<file path="src/rtl/bcd_to_b16.sv">
// Five-digit BCD to 16-bit binary converter, one digit per clock (MSD first).
// Runs acc = acc*10 + digit with start/busy/valid handshake and digit/overflow flags.
module bcd_to_b16 #(
  parameter int NDIG = 5
) (
  input  logic        clk,
  input  logic        reset,
  input  logic        enable,
  input  logic        start,
  input  logic [3:0]  D5,
  input  logic [3:0]  D4,
  input  logic [3:0]  D3,
  input  logic [3:0]  D2,
  input  logic [3:0]  D1,
  output logic        busy,
  output logic        valid,
  output logic [15:0] binary,
  output logic        err_digit,
  output logic        err_ovf
);

  localparam int CW = $clog2(NDIG);

  typedef enum logic [1:0] {IDLE, CONV, DONE} state_t;

  state_t                state, state_nxt;
  logic [NDIG-1:0][3:0]  dig_in, dig_q;
  logic [NDIG-1:0]       dig_bad;
  logic [16:0]           acc, acc_step;
  logic [CW-1:0]         cnt;
  logic                  derr;

  // Index NDIG-1 is the most significant digit; it is consumed first.
  assign dig_in = {D5, D4, D3, D2, D1};

  for (genvar i = 0; i < NDIG; i++) begin : g_dig
    assign dig_bad[i] = (dig_in[i] > 4'd9);
  end

  // Digits > 9 feed in raw; the result is discarded when err_digit is set.
  assign acc_step = (acc << 3) + (acc << 1) + 17'(dig_q[NDIG-1]);

  always_ff @(posedge clk) begin
    if (reset)       state <= IDLE;
    else if (enable) state <= state_nxt;
  end

  always_comb begin
    state_nxt = state;
    case (state)
      IDLE:    if (start) state_nxt = CONV;
      CONV:    if (cnt == CW'(NDIG-1)) state_nxt = DONE;
      DONE:    state_nxt = IDLE;
      default: state_nxt = IDLE;
    endcase
  end

  always_comb begin
    busy = (state != IDLE);
  end

  always_ff @(posedge clk) begin
    if (reset) begin
      dig_q     <= '0;
      acc       <= '0;
      cnt       <= '0;
      derr      <= 1'b0;
      valid     <= 1'b0;
      binary    <= '0;
      err_digit <= 1'b0;
      err_ovf   <= 1'b0;
    end else begin
      // valid is a single-cycle pulse even if enable drops right after DONE.
      valid <= 1'b0;
      if (enable) begin
        case (state)
          IDLE: if (start) begin
            dig_q <= dig_in;
            acc   <= '0;
            cnt   <= '0;
            derr  <= |dig_bad;
          end
          CONV: begin
            acc   <= acc_step;
            cnt   <= cnt + 1'b1;
            dig_q <= {dig_q[NDIG-2:0], 4'h0};
          end
          DONE: begin
            err_digit <= derr;
            err_ovf   <= acc[16] & ~derr;
            binary    <= (derr | acc[16]) ? 16'd0 : acc[15:0];
            valid     <= 1'b1;
          end
          default: ;
        endcase
      end
    end
  end

endmodule

</file>
<file path="config.mk">
export PLATFORM = sky130hd
export DESIGN_NAME = bcd_to_b16
export DESIGN_NICKNAME = d
export VERILOG_FILES = /design/src/rtl/bcd_to_b16.sv
export SDC_FILE = /design/constraint.sdc
export NUM_CORES = 1
export LEC_CHECK = 0
export ABC_AREA = 1
export CAP_MARGIN = 5
export CORE_MARGIN = 10
export CORE_UTILIZATION = 30
export CTS_CLUSTER_DIAMETER = 80
export DETAILED_ROUTE_END_ITERATION = 6
export PLACE_DENSITY = 0.52
export SYNTH_ARGS = -nofsm -noshare
export SYNTH_HDL_FRONTEND = slang
export SYNTH_SLANG_ARGS = --single-unit
</file>
<file path="constraint.sdc">
create_clock -name clk -period 6.45 [get_ports clk]
set_input_delay 0.9675 -clock clk [delete_from_list [all_inputs] [get_ports clk]]
set_output_delay 0.9675 -clock clk [all_outputs]
set_load 0.01 [all_outputs]
</file>
Word-level counts from Yosys, hierarchy flattened
Cells that the tools add are included.
{"block": "totals", "regBits": 62, "input_bits": 24, "output_inout_bits": 20, "wordCells": 50}
{"block": "classes", "add_sub_neg": 3, "magnitude_cmp": 5, "eq_ne": 5, "n_mux": 11, "bitwise": 4, "reduce_logical": 9}
{"op": "one-hot mux 20 bit (2 select lines)", "count": 1}
{"op": "one-hot mux 17 bit (2 select lines)", "count": 1}
{"op": "greater-than comparator 4 bit, second input constant", "count": 5}
{"op": "2-to-1 mux 20 bit", "count": 1}
{"op": "adder 17 bit", "count": 1}
{"op": "adder 17 x 4 -> 17 bit", "count": 1}
{"op": "2-to-1 mux 17 bit", "count": 1}
{"op": "2-to-1 mux 16 bit", "count": 1}
{"op": "AND reduction 3 bit", "count": 3}
{"op": "one-hot mux 3 bit (2 select lines)", "count": 1}
{"op": "OR reduction 5 bit", "count": 1}
{"op": "2-to-1 mux 2 bit", "count": 2}
{"op": "!= test 2 bit, second input constant", "count": 2}
{"op": "one-hot mux 2 bit (2 select lines)", "count": 1}
{"op": "nonzero test 2 bit", "count": 2}
{"op": "adder 3 x 1 -> 3 bit, second input constant", "count": 1}
{"op": "== test 3 bit, second input constant", "count": 1}
{"op": "2-to-1 mux 3 bit", "count": 1}
{"op": "== test 2 x 1 -> 1 bit, second input constant", "count": 1}
{"op": "== test 2 bit, second input constant", "count": 1}
{"op": "zero test 2 bit", "count": 1}
{"op": "NOT 1 bit", "count": 2}
{"op": "AND reduction 2 bit", "count": 1}
{"op": "OR reduction 2 bit", "count": 1}
{"op": "other kinds (3)", "count": 3}

Depth between registers and ports, before layout
{"block": "depth", "ltp_word": 3, "depth_mapped": 13}

Worst setup path before layout
Ideal clock, no wire load.
{"block": "synth_path", "kind": "reg2reg", "start": "register acc[0]", "end": "register acc[6]", "arrival_time_ps": 1958, "t_required_ps": 6318, "path_slack_ps": 4360, "path_stages_with_launch": 10, "n_path_buf": 0, "path_cell_list": "dfxtp_1 inv_1 fa_1 inv_1 fa_1 nand2_1 a21oi_1 or2_2 nand3_1 a21oi_1"}
{"block": "synth_between", "elab_chain_len": 3}
{"item": "from (decl)", "line": "29", "source": "logic [16:0] acc, acc_step;"}
{"item": "from (signal assigned)", "line": "84", "source": "acc <= acc_step;"}
{"item": "adder 17 bit", "line": "41", "source": "assign acc_step = (acc << 3) + (acc << 1) + 17'(dig_q[NDIG-1]);"}
{"item": "adder 17 x 4 -> 17 bit", "line": "41"}
{"item": "one-hot mux 17 bit (2 select lines)", "line": "76", "source": "case (state)"}
No other way between the ends.
A chain may end at the register's enable or synchronous reset.

Worst setup path in the final report
{"block": "layout_path", "start": "register state[1]", "end": "output port busy"}
{"block": "layout_between", "elab_chain_len": 1}
{"item": "from (decl)", "line": "26", "source": "state_t state, state_nxt;"}
{"item": "from (signal assigned)", "line": "45", "source": "else if (enable) state <= state_nxt;"}
{"item": "nonzero test 2 bit", "line": "59", "source": "busy = (state != IDLE);"}
{"item": "to (decl)", "line": "15", "source": "output logic busy,"}
No other way between the ends.

==> flow_summary.json <==
{
  "cts-resized-gates": 0,
  "holdPathEnd": "cnt[2]$_SDFFE_PP0P_",
  "internal-power_uw": 824,
  "layout_min_cycle_time_ps": 2420,
  "timing.rr.start": "acc[0]$_SDFFE_PP0P_",
  "die_h_um": 127,
  "leakagePower_nw": 1.92,
  "max_freq_ghz": 0.413,
  "cts_tree": "yes",
  "htree_levels": 3,
  "track_usage": 0.117,
  "fin_skew_ps": 6.97,
  "io_pins": 44,
  "grtUsageMet1": 0.135,
  "finish.utilization": 0.383,
  "reg2regPathDepth": 13,
  "cp.required_ps": 5480,
  "core_area_um2": 11400,
  "p_switching_uw": 234,
  "maxCapViolCount": 0,
  "drive_gt1_frac": 0.0626,
  "fin_crit_sh": 0.375,
  "total_power_mw": 1.06,
  "r2r-end": "acc[16]$_SDFFE_PP0P_",
  "cts_hold_buffers": 0,
  "synth_area_per_cell_um2": 6.93,
  "wl_per_cell_um": 13.2,
  "arrival_ps": 1450,
  "grt_antenna_before_repair": 0,
  "row_count": 39,
  "slew_headroom": 0.324,
  "dieArea_um2": 16200,
  "start_kind": "flip-flop",
  "yosysSeqAreaShare": 0.359,
  "firstDrtPassIters": 5,
  "drv_slew": 0,
  "top_usage_layer": "met2",
  "drtIter0Drc": 189,
  "first_global_vias": 3362,
  "post-cts-setup-buffers": 0,
  "cts_root_buffer": "clkbuf_16",
  "clkSinkCount": 62,
  "postSynthCellCount": 499,
  "syn_to_final_growth_pct": 25.9,
  "finalHoldViolCount": 0,
  "comb_power_share": 0.076,
  "numCtsBuffers": 9,
  "clkLatencyLatePin_ps": 330,
  "cts_max_path_buffers": 2,
  "r2r_setup_slack_ps": 4060,
  "ant_nets": 0,
  "grt_pass1_wl_um": 15700,
  "ys_types": 25,
  "grt_overflow": 0,
  "gp_congestion": 0.809,
  "drc": 0,
  "synth-seq-cells": 62,
  "powerDensity_nw_per_um2": 243,
  "fin_nets": 594,
  "syn_nets": 555,
  "p_seq_frac": 0.381,
  "clockPowerShare": 0.543,
  "crit_path_max_fanout": 4,
  "holdCritStartpoint": "cnt[2]$_SDFFE_PP0P_",
  "n_antenna_cell": 0,
  "path_clk_slew_ps": 50,
  "dp_hpwl_um": 6590,
  "grt_max_degree": 55,
  "final_cell_mix": "nand2_1 (170), dfxtp_1 (62), inv_1 (52), a21oi_1 (52), clkdlybuf4s50_1 (42)",
  "ys_warn_count": 0,
  "gr-usage-met3": 0.0476,
  "tightest_slew_ps": 1010,
  "worstHoldPathType": "flip-flop to flip-flop",
  "wl_um": 9020,
  "crit_type": "flip-flop to primary output",
  "whs_path_depth": 1,
  "rsz0062_at_grt": "false",
  "setup_viol": 0,
  "die_w_um": 127,
  "initial_core_util": 0.304,
  "status": "completed",
  "ir_worst_vdd_uv": 166,
  "switching_share": 0.221,
  "vias": 3243,
  "use_met2": 0.194,
  "synth_area_um2": 3460,
  "layout_commonest_cell": "nand2_1",
  "port_buffers": 43,
  "endpoint_kind": "primary output",
  "avgViaCountPerCell": 4.73,
  "setup_tns_ps": 0
}
synth_stat cells:
master	instances	area, µm²
or2_2	3	18.8
inv_1	52	195
nand4_1	4	25.0
nor2_4	2	22.5
a21boi_2	2	22.5
nand3b_1	2	15.0
o21ai_1	5	25.0
nor2_1	20	75.1
nor3_4	1	16.3
buf_4	2	15.0
fa_1	2	40.0
a31oi_1	17	106
dfxtp_1	62	1240
a211oi_1	1	7.51
xnor2_1	1	8.76
o2111ai_1	1	8.76
clkbuf_1	8	30.0
nand3_1	38	190
buf_6	1	11.3
o21ai_0	10	50.1
nand2_1	170	638
inv_2	6	22.5
buf_2	7	35.0
a21oi_1	52	260
ha_1	30	375
power by group through the flow:
stage               Sequential (mW)  Clock [mW]  Combinational, mW
floorplan                     0.408           0             0.0522
global placement              0.411           0             0.0809
detailed placement            0.411           0             0.0816
CTS                           0.403       0.587             0.0819
global route                  0.404       0.607             0.0919
finish                        0.403       0.574             0.0808
registers in the layout (all words and copies together) (netlist names):
name and count:
binary 16, valid 1, acc 17, state 2
cnt 3, err_digit 1, derr 1, dig_q 20
err_ovf 1
how the worst max path moves through the flow:
stage | start | endpoint | cells past startpoint
detailed placement | enable | acc[8]$_SDFFE_PP0P_ | 6
floorplan | acc[0]$_SDFFE_PP0P_ | acc[6]$_SDFFE_PP0P_ | 9
CTS | state[1]$_SDFFE_PP0P_ | busy | 3
global route | acc[0]$_SDFFE_PP0P_ | acc[12]$_SDFFE_PP0P_ | 13
finish | state[1]$_SDFFE_PP0P_ | busy | 3
global placement | enable | acc[7]$_SDFFE_PP0P_ | 6
area by class of cell:
type,count,area [µm²]
flip-flops and latches,62,1240
repair buffers,46,448
clock inverters,5,105
fillers,1256,7020
clock buffers,11,253
well taps,143,179
multi-input cells,361,1910
inverters,58,218
critical path, stage by stage (launching register included):
cell             delay [ps]
dfxtp_1                 410
nor2_1                   90
inv_2                    90
clkdlybuf4s50_1         550
stage by stage:
stage | instance area (µm²) | instances | worst slack (ps) | hold WS (ps)
6_report | 4350 | 686 | 4030 | 463
3_5_place_dp | 3990 | 670 | 3730 | 455
2_1_floorplan | 3460 | 499 | 4360 | 422
5_1_grt | 4350 | 686 | 3850 | 481
4_1_cts | 4350 | 686 | 4010 | 464
3_3_place_gp | 3990 | 670 | 3770 | 444
kinds of logic (layout without fill, tap and decap cells):
kind of cell,Yosys count,count (layout),share of synthesized area
simple gates,240,240,0.290
xor+xnor,1,1,0.00253
buf+inv,76,120,0.0894
fa+ha+maj,32,32,0.120
compound gates,88,88,0.139
flops,62,62,0.359
metal layers:
layer	up-vias	share of wire
li1	1710	-
met1	1461	0.47
met2	66	0.47
met3	6	0.057
met4	0	0.0084
met5	-	0
Power figures use the tool's default switching activity.
